## src/rtl/vram_arbiter.sv

```systemverilog
// vram_arbiter: shares one single-port synchronous VRAM between the display
// fetch (absolute priority, no handshake) and the CPU bus (req/ack handshake).
// A CPU access takes one grant cycle and then one ACK cycle. The ACK cycle
// blocks a second issue while the requester still sees cpu_ack.
module vram_arbiter #(
  parameter int ADDR_WIDTH   = 12,
  parameter int DATA_WIDTH   = 8,
  parameter int STARVE_LIMIT = 64
) (
  input  logic                  clk,
  input  logic                  rst,
  input  logic                  disp_req,
  input  logic [ADDR_WIDTH-1:0] disp_addr,
  output logic [DATA_WIDTH-1:0] disp_rdata,
  output logic                  disp_valid,
  input  logic                  cpu_req,
  input  logic                  cpu_we,
  input  logic [ADDR_WIDTH-1:0] cpu_addr,
  input  logic [DATA_WIDTH-1:0] cpu_wdata,
  output logic                  cpu_ack,
  output logic [DATA_WIDTH-1:0] cpu_rdata,
  output logic                  cpu_starved,
  output logic                  mem_en,
  output logic                  mem_we,
  output logic [ADDR_WIDTH-1:0] mem_addr,
  output logic [DATA_WIDTH-1:0] mem_wdata,
  input  logic [DATA_WIDTH-1:0] mem_rdata
);

  typedef enum logic [0:0] {
    IDLE = 1'b0,
    ACK  = 1'b1
  } state_t;

  localparam logic [15:0] STARVE_LIM_C = 16'(STARVE_LIMIT);
  localparam logic [15:0] CNT_MAX_C    = 16'hFFFF;

  state_t                  state_r;
  state_t                  state_nxt_s;
  logic                    disp_grant_s;
  logic                    cpu_grant_s;
  logic [15:0]             wait_cnt_r;
  logic [15:0]             wait_cnt_nxt_s;
  logic                    cpu_rd_ack_r;
  logic [DATA_WIDTH-1:0]   cpu_rdata_r;

  // Grant decode: display first, CPU only from IDLE, nothing while in reset
  always_comb begin
    disp_grant_s = 1'b0;
    cpu_grant_s  = 1'b0;
    if (rst) begin
      disp_grant_s = 1'b0;
    end else if (disp_req) begin
      disp_grant_s = 1'b1;
    end else if (cpu_req && (state_r == IDLE)) begin
      cpu_grant_s = 1'b1;
    end else begin
      cpu_grant_s = 1'b0;
    end
  end

  // VRAM port mux driven straight from the grant
  always_comb begin
    mem_en    = 1'b0;
    mem_we    = 1'b0;
    mem_addr  = {ADDR_WIDTH{1'b0}};
    mem_wdata = {DATA_WIDTH{1'b0}};
    if (disp_grant_s) begin
      mem_en   = 1'b1;
      mem_addr = disp_addr;
    end else if (cpu_grant_s) begin
      mem_en    = 1'b1;
      mem_we    = cpu_we;
      mem_addr  = cpu_addr;
      mem_wdata = cpu_wdata;
    end else begin
      mem_en = 1'b0;
    end
  end

  // Next-state logic: one ACK cycle after every CPU grant
  always_comb begin
    state_nxt_s = state_r;
    case (state_r)
      IDLE: begin
        if (cpu_grant_s) begin
          state_nxt_s = ACK;
        end else begin
          state_nxt_s = IDLE;
        end
      end
      ACK:     state_nxt_s = IDLE;
      default: state_nxt_s = IDLE;
    endcase
  end

  // Starvation counter: counts cycles the display blocks a pending CPU request
  always_comb begin
    wait_cnt_nxt_s = wait_cnt_r;
    if (cpu_grant_s || !cpu_req) begin
      wait_cnt_nxt_s = 16'd0;
    end else if ((state_r == IDLE) && disp_req) begin
      if (wait_cnt_r != CNT_MAX_C) begin
        wait_cnt_nxt_s = wait_cnt_r + 16'd1;
      end else begin
        wait_cnt_nxt_s = wait_cnt_r;
      end
    end else begin
      wait_cnt_nxt_s = wait_cnt_r;
    end
  end

  // State register
  always_ff @(posedge clk) begin
    if (rst) begin
      state_r <= IDLE;
    end else begin
      state_r <= state_nxt_s;
    end
  end

  // Registered handshake, valid, starvation flag and CPU read-data hold
  always_ff @(posedge clk) begin
    if (rst) begin
      disp_valid   <= 1'b0;
      cpu_ack      <= 1'b0;
      cpu_rd_ack_r <= 1'b0;
      cpu_rdata_r  <= {DATA_WIDTH{1'b0}};
      cpu_starved  <= 1'b0;
      wait_cnt_r   <= 16'd0;
    end else begin
      disp_valid   <= disp_grant_s;
      cpu_ack      <= cpu_grant_s;
      cpu_rd_ack_r <= cpu_grant_s && !cpu_we;
      wait_cnt_r   <= wait_cnt_nxt_s;
      if (cpu_rd_ack_r) begin
        cpu_rdata_r <= mem_rdata;
      end else begin
        cpu_rdata_r <= cpu_rdata_r;
      end
      if (cpu_grant_s) begin
        cpu_starved <= 1'b0;
      end else if (wait_cnt_nxt_s >= STARVE_LIM_C) begin
        cpu_starved <= 1'b1;
      end else begin
        cpu_starved <= cpu_starved;
      end
    end
  end

  // Read data: RAM output passes through in the valid/ack cycle, CPU copy holds afterwards
  assign disp_rdata = disp_valid ? mem_rdata : {DATA_WIDTH{1'b0}};
  assign cpu_rdata  = cpu_rd_ack_r ? mem_rdata : cpu_rdata_r;

endmodule

```

## config.mk

```make
export PLATFORM = sky130hd
export DESIGN_NAME = vram_arbiter
export DESIGN_NICKNAME = d
export VERILOG_FILES = /design/src/rtl/vram_arbiter.sv
export SDC_FILE = /design/constraint.sdc
export NUM_CORES = 1
export LEC_CHECK = 0
export CORE_ASPECT_RATIO = 2
export CORE_MARGIN = 3
export CORE_UTILIZATION = 25
export DETAILED_ROUTE_END_ITERATION = 16
export PLACE_DENSITY_LB_ADDON = 0.1
export SLEW_MARGIN = 20
export SYNTH_ARGS = -nofsm -noshare
export SYNTH_HDL_FRONTEND = slang
export SYNTH_SLANG_ARGS = --single-unit
```

## constraint.sdc

```tcl
create_clock -name clk -period 2.1 [get_ports clk]
set_input_delay 0.42 -clock clk [delete_from_list [all_inputs] [get_ports clk]]
set_output_delay 0.42 -clock clk [all_outputs]
set_load 0.05 [all_outputs]
```

Word-level counts from Yosys, hierarchy flattened
Index checks and enable logic that the tools add are counted.
W data, S select, Z words.
{"block": "totals", "reg_bits": 29, "input_bits": 45, "out_inout_bits": 41, "word_cells": 37}
{"block": "classes", "add_sub_neg": 1, "magnitude_cmp": 1, "n_eq_ne": 1, "muxes": 19, "bitwise_logic": 1, "n_reduce_logical": 7}
{"operator": "$mux W16", "n": 3}
{"operator": "$mux W8", "n": 4}
{"operator": "$mux W12", "n": 2}
{"operator": "$add A16 B1 Y16 const B", "n": 1}
{"operator": "$ge A16 B7 Y1 const B", "n": 1}
{"operator": "$ne A16 B16 Y1 const B", "n": 1}
{"operator": "$mux W1", "n": 9}
{"operator": "$logic_and A1 B1 Y1", "n": 3}
{"operator": "$logic_not A1 Y1", "n": 2}
{"operator": "$pmux W1 S2", "n": 1}
{"operator": "$reduce_or A2 Y1", "n": 1}
{"operator": "$logic_or A1 B1 Y1", "n": 1}
{"operator": "$not A1 Y1", "n": 1}

Depth between registers and ports, before layout
Gate-level depths: netlist of run 1.
{"block": "logic_depth", "depth_word": 8, "ltp_mapped": 6, "ltp_nobuf": 6}

Least setup slack after synthesis of run 1
OpenSTA, ideal clock, no wires.
{"block": "synth_timing", "path_kind": "in2out", "start": "input port rst", "end": "output port mem_addr[10]", "arrival_ns": 1.697, "t_required_ns": 1.680, "setup_slack_ns": -0.017, "path_stages": 4, "path_buffers": 1, "path_cell_list": "nand2b_1 nor3_1 clkbuf_1 a22o_1"}
{"block": "synth_between", "elab_chain_cells": 3, "word_cells_on_any_way": 4, "cone_classes": "mux: 4"}
{"element": "start: declaration", "line": "11", "rtl": "input logic rst,"}
{"element": "$mux W1", "line": "51", "rtl": "if (rst) begin"}
{"element": "$mux W12", "line": "71", "rtl": "end else if (cpu_grant_s) begin"}
{"element": "$mux W12 (*)", "line": "68", "rtl": "if (disp_grant_s) begin"}
{"element": "end: declaration", "line": "25", "rtl": "output logic [ADDR_WIDTH-1:0] mem_addr,"}
Mark *: on every way between the ends. The rest lies on a longest branch, timed or not.

Worst setup path after layout of run 1
{"block": "layout_timing", "start": "input port disp_req", "end": "output port mem_en"}
{"block": "layout_between", "elab_chain_cells": 4, "word_cells_on_any_way": 6, "cone_classes": "mux: 6"}
{"element": "start: declaration", "line": "12", "rtl": "input logic disp_req,"}
{"element": "$mux W1", "line": "53", "rtl": "end else if (disp_req) begin"}
{"element": "$mux W1", "line": "51"}
{"element": "$mux W1", "line": "71"}
{"element": "$mux W1 (*)", "line": "68"}
{"element": "end: declaration", "line": "23", "rtl": "output logic mem_en,"}
Marked as above.

==> results of run 1 <==
[report_power, final]
part           total, µW  internal, µW  switching [µW]
logic                454           248             206
registers            563           558            5.17
clock network        742           501             242
[cells by family (layout without fill, tap and decap cells)]
family          after synthesis  in the layout
mux                          12             12
buf+inv                      12            124
simple gates                 91             91
flops                        29             29
compound gates               30             30
fa+ha+maj                     1              1
xor+xnor                      6              6
[layer usage]
layer | share of wire | vias to the layer above | GRT usage | routed length [µm]
met5 | 0 | - | 0 | 0
met4 | 0.030 | 0 | 0.0788 | 163
met3 | 0.054 | 11 | 0.0272 | 289
met2 | 0.55 | 70 | 0.278 | 2940
met1 | 0.37 | 795 | 0.160 | 2000
li1 | - | 883 | - | -
[state kept, by name (all words and copies together) (netlist names)]
register	flops
cpu_rdata_r	8
state_r	1
cpu_ack	1
disp_valid	1
cpu_starved	1
cpu_rd_ack_r	1
wait_cnt_r	16
[what timing repair did]
action	4_1_cts	5_1_grt
gates resized for setup	9	1
setup buffers	1	1
setup endpoints to repair	23	3
cloned	2	0
pin swaps	1	0
[area by class of cell]
cell class | count | area (µm²) | area share
timing repair buffer | 112 | 1470 | 0.436
tap | 84 | 105 | 0.0312
multi-input combinational | 140 | 1040 | 0.310
clock inverter | 1 | 5.00 | 0.00148
clock buffer | 7 | 153 | 0.0453
inverter | 4 | 15.0 | 0.00445
sequential | 29 | 581 | 0.172
[worst max-delay path, cell delays in order]
cell,delay (ns)
dlygate4sd2_1,0.25
buf_6,0.14
nor3_4,0.04
bufbuf_16,0.28
or2_2,0.32
buf_12,0.16
[cells in the mapped netlist, types with 2 or more instances]
master / instances
nand3_1: 6
or3_1: 2
dfxtp_1: 29
mux2i_1: 4
nor2_1: 16
a22o_1: 12
nand2_1: 5
inv_1: 4
nor4_1: 7
or2_2: 2
and2_1: 17
nand4_2: 2
o31a_1: 2
nor3_1: 9
clkbuf_1: 7
mux2_2: 8
o21ai_0: 7
nor3_2: 2
nor2b_1: 10
xnor2_1: 5
a21oi_1: 2
[per-stage QoR]
| step | utilization | instances | hold slack [ns] |
|---|---|---|---|
| after floorplan | - | 181 | 0.478 |
| after global placement | 0.508 | 365 | 0.512 |
| after detailed placement | 0.508 | 365 | 0.534 |
| after CTS | 0.545 | 376 | 0.543 |
| after global routing | 0.548 | 377 | 0.593 |
| final | 0.548 | 377 | 0.539 |
[path summary, 6_finish.rpt]
path,from,to,slack [ns],cells past startpoint
setup / recovery,disp_req,mem_en,0.07,6
hold / removal,wait_cnt_r[1],wait_cnt_r[1],0.54,2
setup reg to reg,wait_cnt_r[0],cpu_starved,0.09,7
hold reg to reg,wait_cnt_r[1],wait_cnt_r[1],0.54,2
==> run metrics, run 1 <==
share of the synthesized area in the top cell type=0.358; ys async rst share=0; commonest non-fill, non-tap cell in the layout=clkdlybuf4s50_1; largest cells by area after synthesis=dfxtp_1, and2_1, a22o_1; fmax=a little under 500 MHz; clk sinks=29; Setup TNS=0 ns; Vert. Die Dim=between 100 and 150 µm; Worst Hold Class=reg2reg; slew margin rel.=0.658; largest family of logic cells by synthesized area=simple AND/OR/NAND/NOR gates; Startpoint Class=input pin; Avg Synthesized Cell Area=8.95 µm²; max cap viols=0; Pre-antenna DRT Iters=4; instance area after placement=~3100 µm²; Finished Cell Area=3370 µm²; FF+latch count, synth=29; Routed WL per cell=14.3 µm; Synth Warn #=0; CP required=approximately 1.7 ns; area leader, netlist=dfxtp_1; DR DRC count=0; register area share after synthesis=0.358; DIE AREA=between 7000 and 8000 µm²; CTS tree=built; Clk Latency, worst-skew pair=approximately 0.27 ns; Mapped Cells=between 150 and 200; Post-synth EDFFs=0; vias per cell=~4.7; critical path peak fanout=11; post-synthesis mux area share=0.0803; min Tclk post-route=about 2.0 ns; initial antenna violation count=0; Synth Area in Simple Gates=0.349; Synth Area in XOR/XNOR=0.0324; chip width=62.9 µm; 1st-iter DRT viols=31; RSZ-0062 raised after global routing=no; Rows=40; Crit Path Category=in2out; final worst setup slack=around 0.073 ns; synth unique cells=between 40 and 50; Buffers on Ports=85; Placement Setup Slack=-0.184 ns; status=completed; # setup viols final=0; static leakage=0.00132 µW; layout cells sized above 1=0.372; gr usage total=0.151; number of nets in the layout=around 340; Setup crit end kind=output port; # hold bufs at CTS=0; Top FF cell, synth=dfxtp_1; Initial Util=0.263; Post-Syn Nets=about 230; commonest cells after routing, fill and taps aside=clkdlybuf4s50_1, buf_12, dfxtp_1; Total Wirelength=between 5 and 6 mm; Slew Limit Fails=0; Cell Area, Synth=roughly 1600 µm²; Power Density=about 520 nW/µm²; final period utilization=0.965; Max clock buf depth=2; Clock Skew=0.00643 ns; fillcell total=about 560; Synth Area in Adders=0.00772; RePlAce Congestion=0.895; Synth Area in Compound Gates=0.144; area grow syn2layout=108%; vias in the first global route=1730; io pins=86; hold violation total from the final report=0; antenna-violating nets left=0; post-detail-place hpwl=~4.4 mm; Total Power=approximately 1800 µW; grt ovf=0; actual slew at the worst max-slew pin=about 0.51 ns; largest net degree at the start of global routing=16; Crit path arrival time=1.61 ns; core footprint=6160 µm²; global-route wire length before repair=roughly 9.0 mm; number of buffers created by CTS=5; via count=around 1800; CTS clk-pin slew, worst paths=0.05 ns; Diodes inserted=0; Root Driver=clkbuf_16; H-tree Lvls=2; worst vdd ir=0.378 mV
Power figures use the tool's default switching activity.
==> run 2, diff against run 1 <==
- GPL_TIMING_DRIVEN: default -> 1
==> results of run 2 <==
Same layout as run 1: the final DEF is identical, and so are final timing and power.
==> run 3, diff against run 2 <==
- ABC_CLOCK_PERIOD_IN_PS: default -> 2100
- CAP_MARGIN: default -> 5
- MAX_ROUTING_LAYER: default -> met4
==> run 3 against run 2 <==
Against the previous run:
- combinational power hardly changed
- register-to-register slack hardly changed
- clock power hardly changed
- clock skew hardly changed
- maximum frequency stayed put
- via count hardly changed
- cell count stayed put
- non-clock buffer count stayed put
- clock-buffer cell count stayed put
- sequential power hardly changed
- global-route usage is 0.41 points higher
- largest power group unchanged
==> run metrics, run 3 (synthesis results as in run 1) <==
worst reg2reg path depth=7 (unchanged); Buffers on Ports=85 (unchanged); Initial Util=0.263 (unchanged); Cell Int Power=1310 µW (unchanged); RePlAce Congestion=0.910 (was 0.895); CP required=1.68 ns (about the same); DIE AREA=7540 µm² (unchanged); grt ovf=0 (unchanged); Total Power=1760 µW (about the same); min Tclk post-route=2.03 ns (unchanged); CTS clk-pin slew, worst paths=0.05 ns (about the same); core footprint=6160 µm² (unchanged); Total Wirelength=5.40 mm (was 5.39 mm); vias per cell=4.67 (about the same); chip width=62.9 µm (unchanged); static leakage=0.00132 µW (unchanged); Placed Cells=365 (unchanged); Clk Latency, worst-skew pair=0.27 ns (about the same); number of nets in the layout=338 (unchanged); Power Density=522 nW/µm² (about the same); Worst Hold Class=reg2reg (unchanged); 1st-iter DRT viols=25 (was 31); commonest cells after routing, fill and taps aside=clkdlybuf4s50_1, buf_12, dfxtp_1 (unchanged); number of buffers created by CTS=5 (unchanged); sequential share of power=0.320 (about the same); H-tree Lvls=2 (unchanged); Max clock buf depth=2 (unchanged); fin cells=377 (unchanged); Reg with most FFs=wait_cnt_r (unchanged); post-detail-place hpwl=4.36 mm (unchanged); fillcell total=562 (unchanged); hold depth=2 (unchanged); final period utilization=0.965 (unchanged); Crit Path Category=in2out (unchanged); Crit path arrival time=1.61 ns (about the same); Finished Cell Area=3370 µm² (unchanged); max FFs per register=16 (unchanged); Rows=40 (unchanged); Top Registers=wait_cnt_r (16), cpu_rdata_r (8) (unchanged); antenna-violating nets left=0 (unchanged); DR DRC count=0 (unchanged); Routed WL per cell=14.3 µm (about the same); status=completed (unchanged); actual slew at the worst max-slew pin=0.511 ns (unchanged); Slew Limit Fails=0 (unchanged); Comb pwr share=0.258 (about the same); clk sinks=29 (unchanged); utilization of the core after routing=0.548 (unchanged); layout cells sized above 1=0.372 (unchanged); gr usage total=0.155 (was 0.151); Clk pwr share=0.422 (about the same); worst vdd ir=0.378 mV (about the same); # setup viols final=0 (unchanged); hold violation total from the final report=0 (unchanged); worst hold margin=0.539 ns (about the same); RSZ-0062 raised after global routing=no (unchanged); Startpoint Class=input pin (unchanged); instance area after placement=3130 µm² (unchanged); critical path peak fanout=11 (unchanged); via count=1760 (was 1759); global-route wire length before repair=9.03 mm (unchanged); vias in the first global route=1729 (was 1730); Switching Share=0.257 (about the same); area grow syn2layout=108% (unchanged); Vert. Die Dim=120 µm (unchanged); Pre-antenna DRT Iters=4 (unchanged); io pins=86 (unchanged); # hold bufs at CTS=0 (unchanged); largest net degree at the start of global routing=16 (unchanged); max cap viols=0 (unchanged); switching power=453 µW (about the same); commonest non-fill, non-tap cell in the layout=clkdlybuf4s50_1 (unchanged); Setup crit end kind=output port (unchanged); fmax=493 MHz (unchanged); slew margin rel.=0.658 (unchanged); Root Driver=clkbuf_16 (unchanged); Diodes inserted=0 (unchanged); initial antenna violation count=0 (unchanged); CTS tree=built (unchanged); Clock Skew=0.00645 ns (was 0.00643 ns)
-- run 3: cell counts in the layout (fill, tap and decap cells not counted) --
No cell type changed its count.
-- run 3: area by class of cell --
cell class                      instances  area, µm²  area share
Clock inverter                          1       5.00     0.00148
Clock buffer                            7        153      0.0453
Timing Repair Buffer                  112       1470       0.436
Multi-Input combinational cell        140       1040       0.310
Inverter                                4       15.0     0.00445
Sequential cell                        29        581       0.172
Tap cell                               84        105      0.0312
-- run 3: repair_timing --
item                                    in CTS  in global routing
pin swaps                                    1                  0
endpoints found under the setup margin      23                  3
resized for setup                            9                  1
buffers inserted                             1                  1
cloned                                       2                  0
hold endpoints to repair                     0                  0
-- run 3: power by group through the flow --
stage | Clock (µW) | Combinational, µW | Sequential [µW]
floorplan | 0 | 176 | 579
global placement | 0 | 444 | 574
detailed placement | 0 | 446 | 574
CTS | 755 | 458 | 563
global route | 774 | 473 | 564
finish | 742 | 454 | 563
-- run 3: stage by stage --
stage	TNS (ns)	setup WS (ns)
after floorplan	0	0.0971
after global placement	-1.94	-0.206
after detailed placement	-2.49	-0.184
after CTS	0	0.0586
after global routing	0	0.00114
final	0	0.0730
-- run 3: final timing paths --
check | end | from | slack, ns
worst min-delay path | wait_cnt_r[1] | wait_cnt_r[1] | 0.54
worst max register to register | cpu_starved | wait_cnt_r[0] | 0.09
worst max-delay path | mem_en | disp_req | 0.07
worst min register to register | wait_cnt_r[1] | wait_cnt_r[1] | 0.54
-- run 3: critical path: stages --
cell	delay (ns)
dlygate4sd2_1	0.25
buf_6	0.14
nor3_4	0.04
bufbuf_16	0.28
or2_2	0.32
buf_12	0.16
-- run 3: routing by layer --
metal / track usage / part of all wire / vias up
met2: 0.278 / 0.55 / 70
li1: - / - / 883
met5: - / 0 / -
met1: 0.160 / 0.37 / 796
met3: 0.0272 / 0.054 / 11
met4: 0.0788 / 0.030 / 0
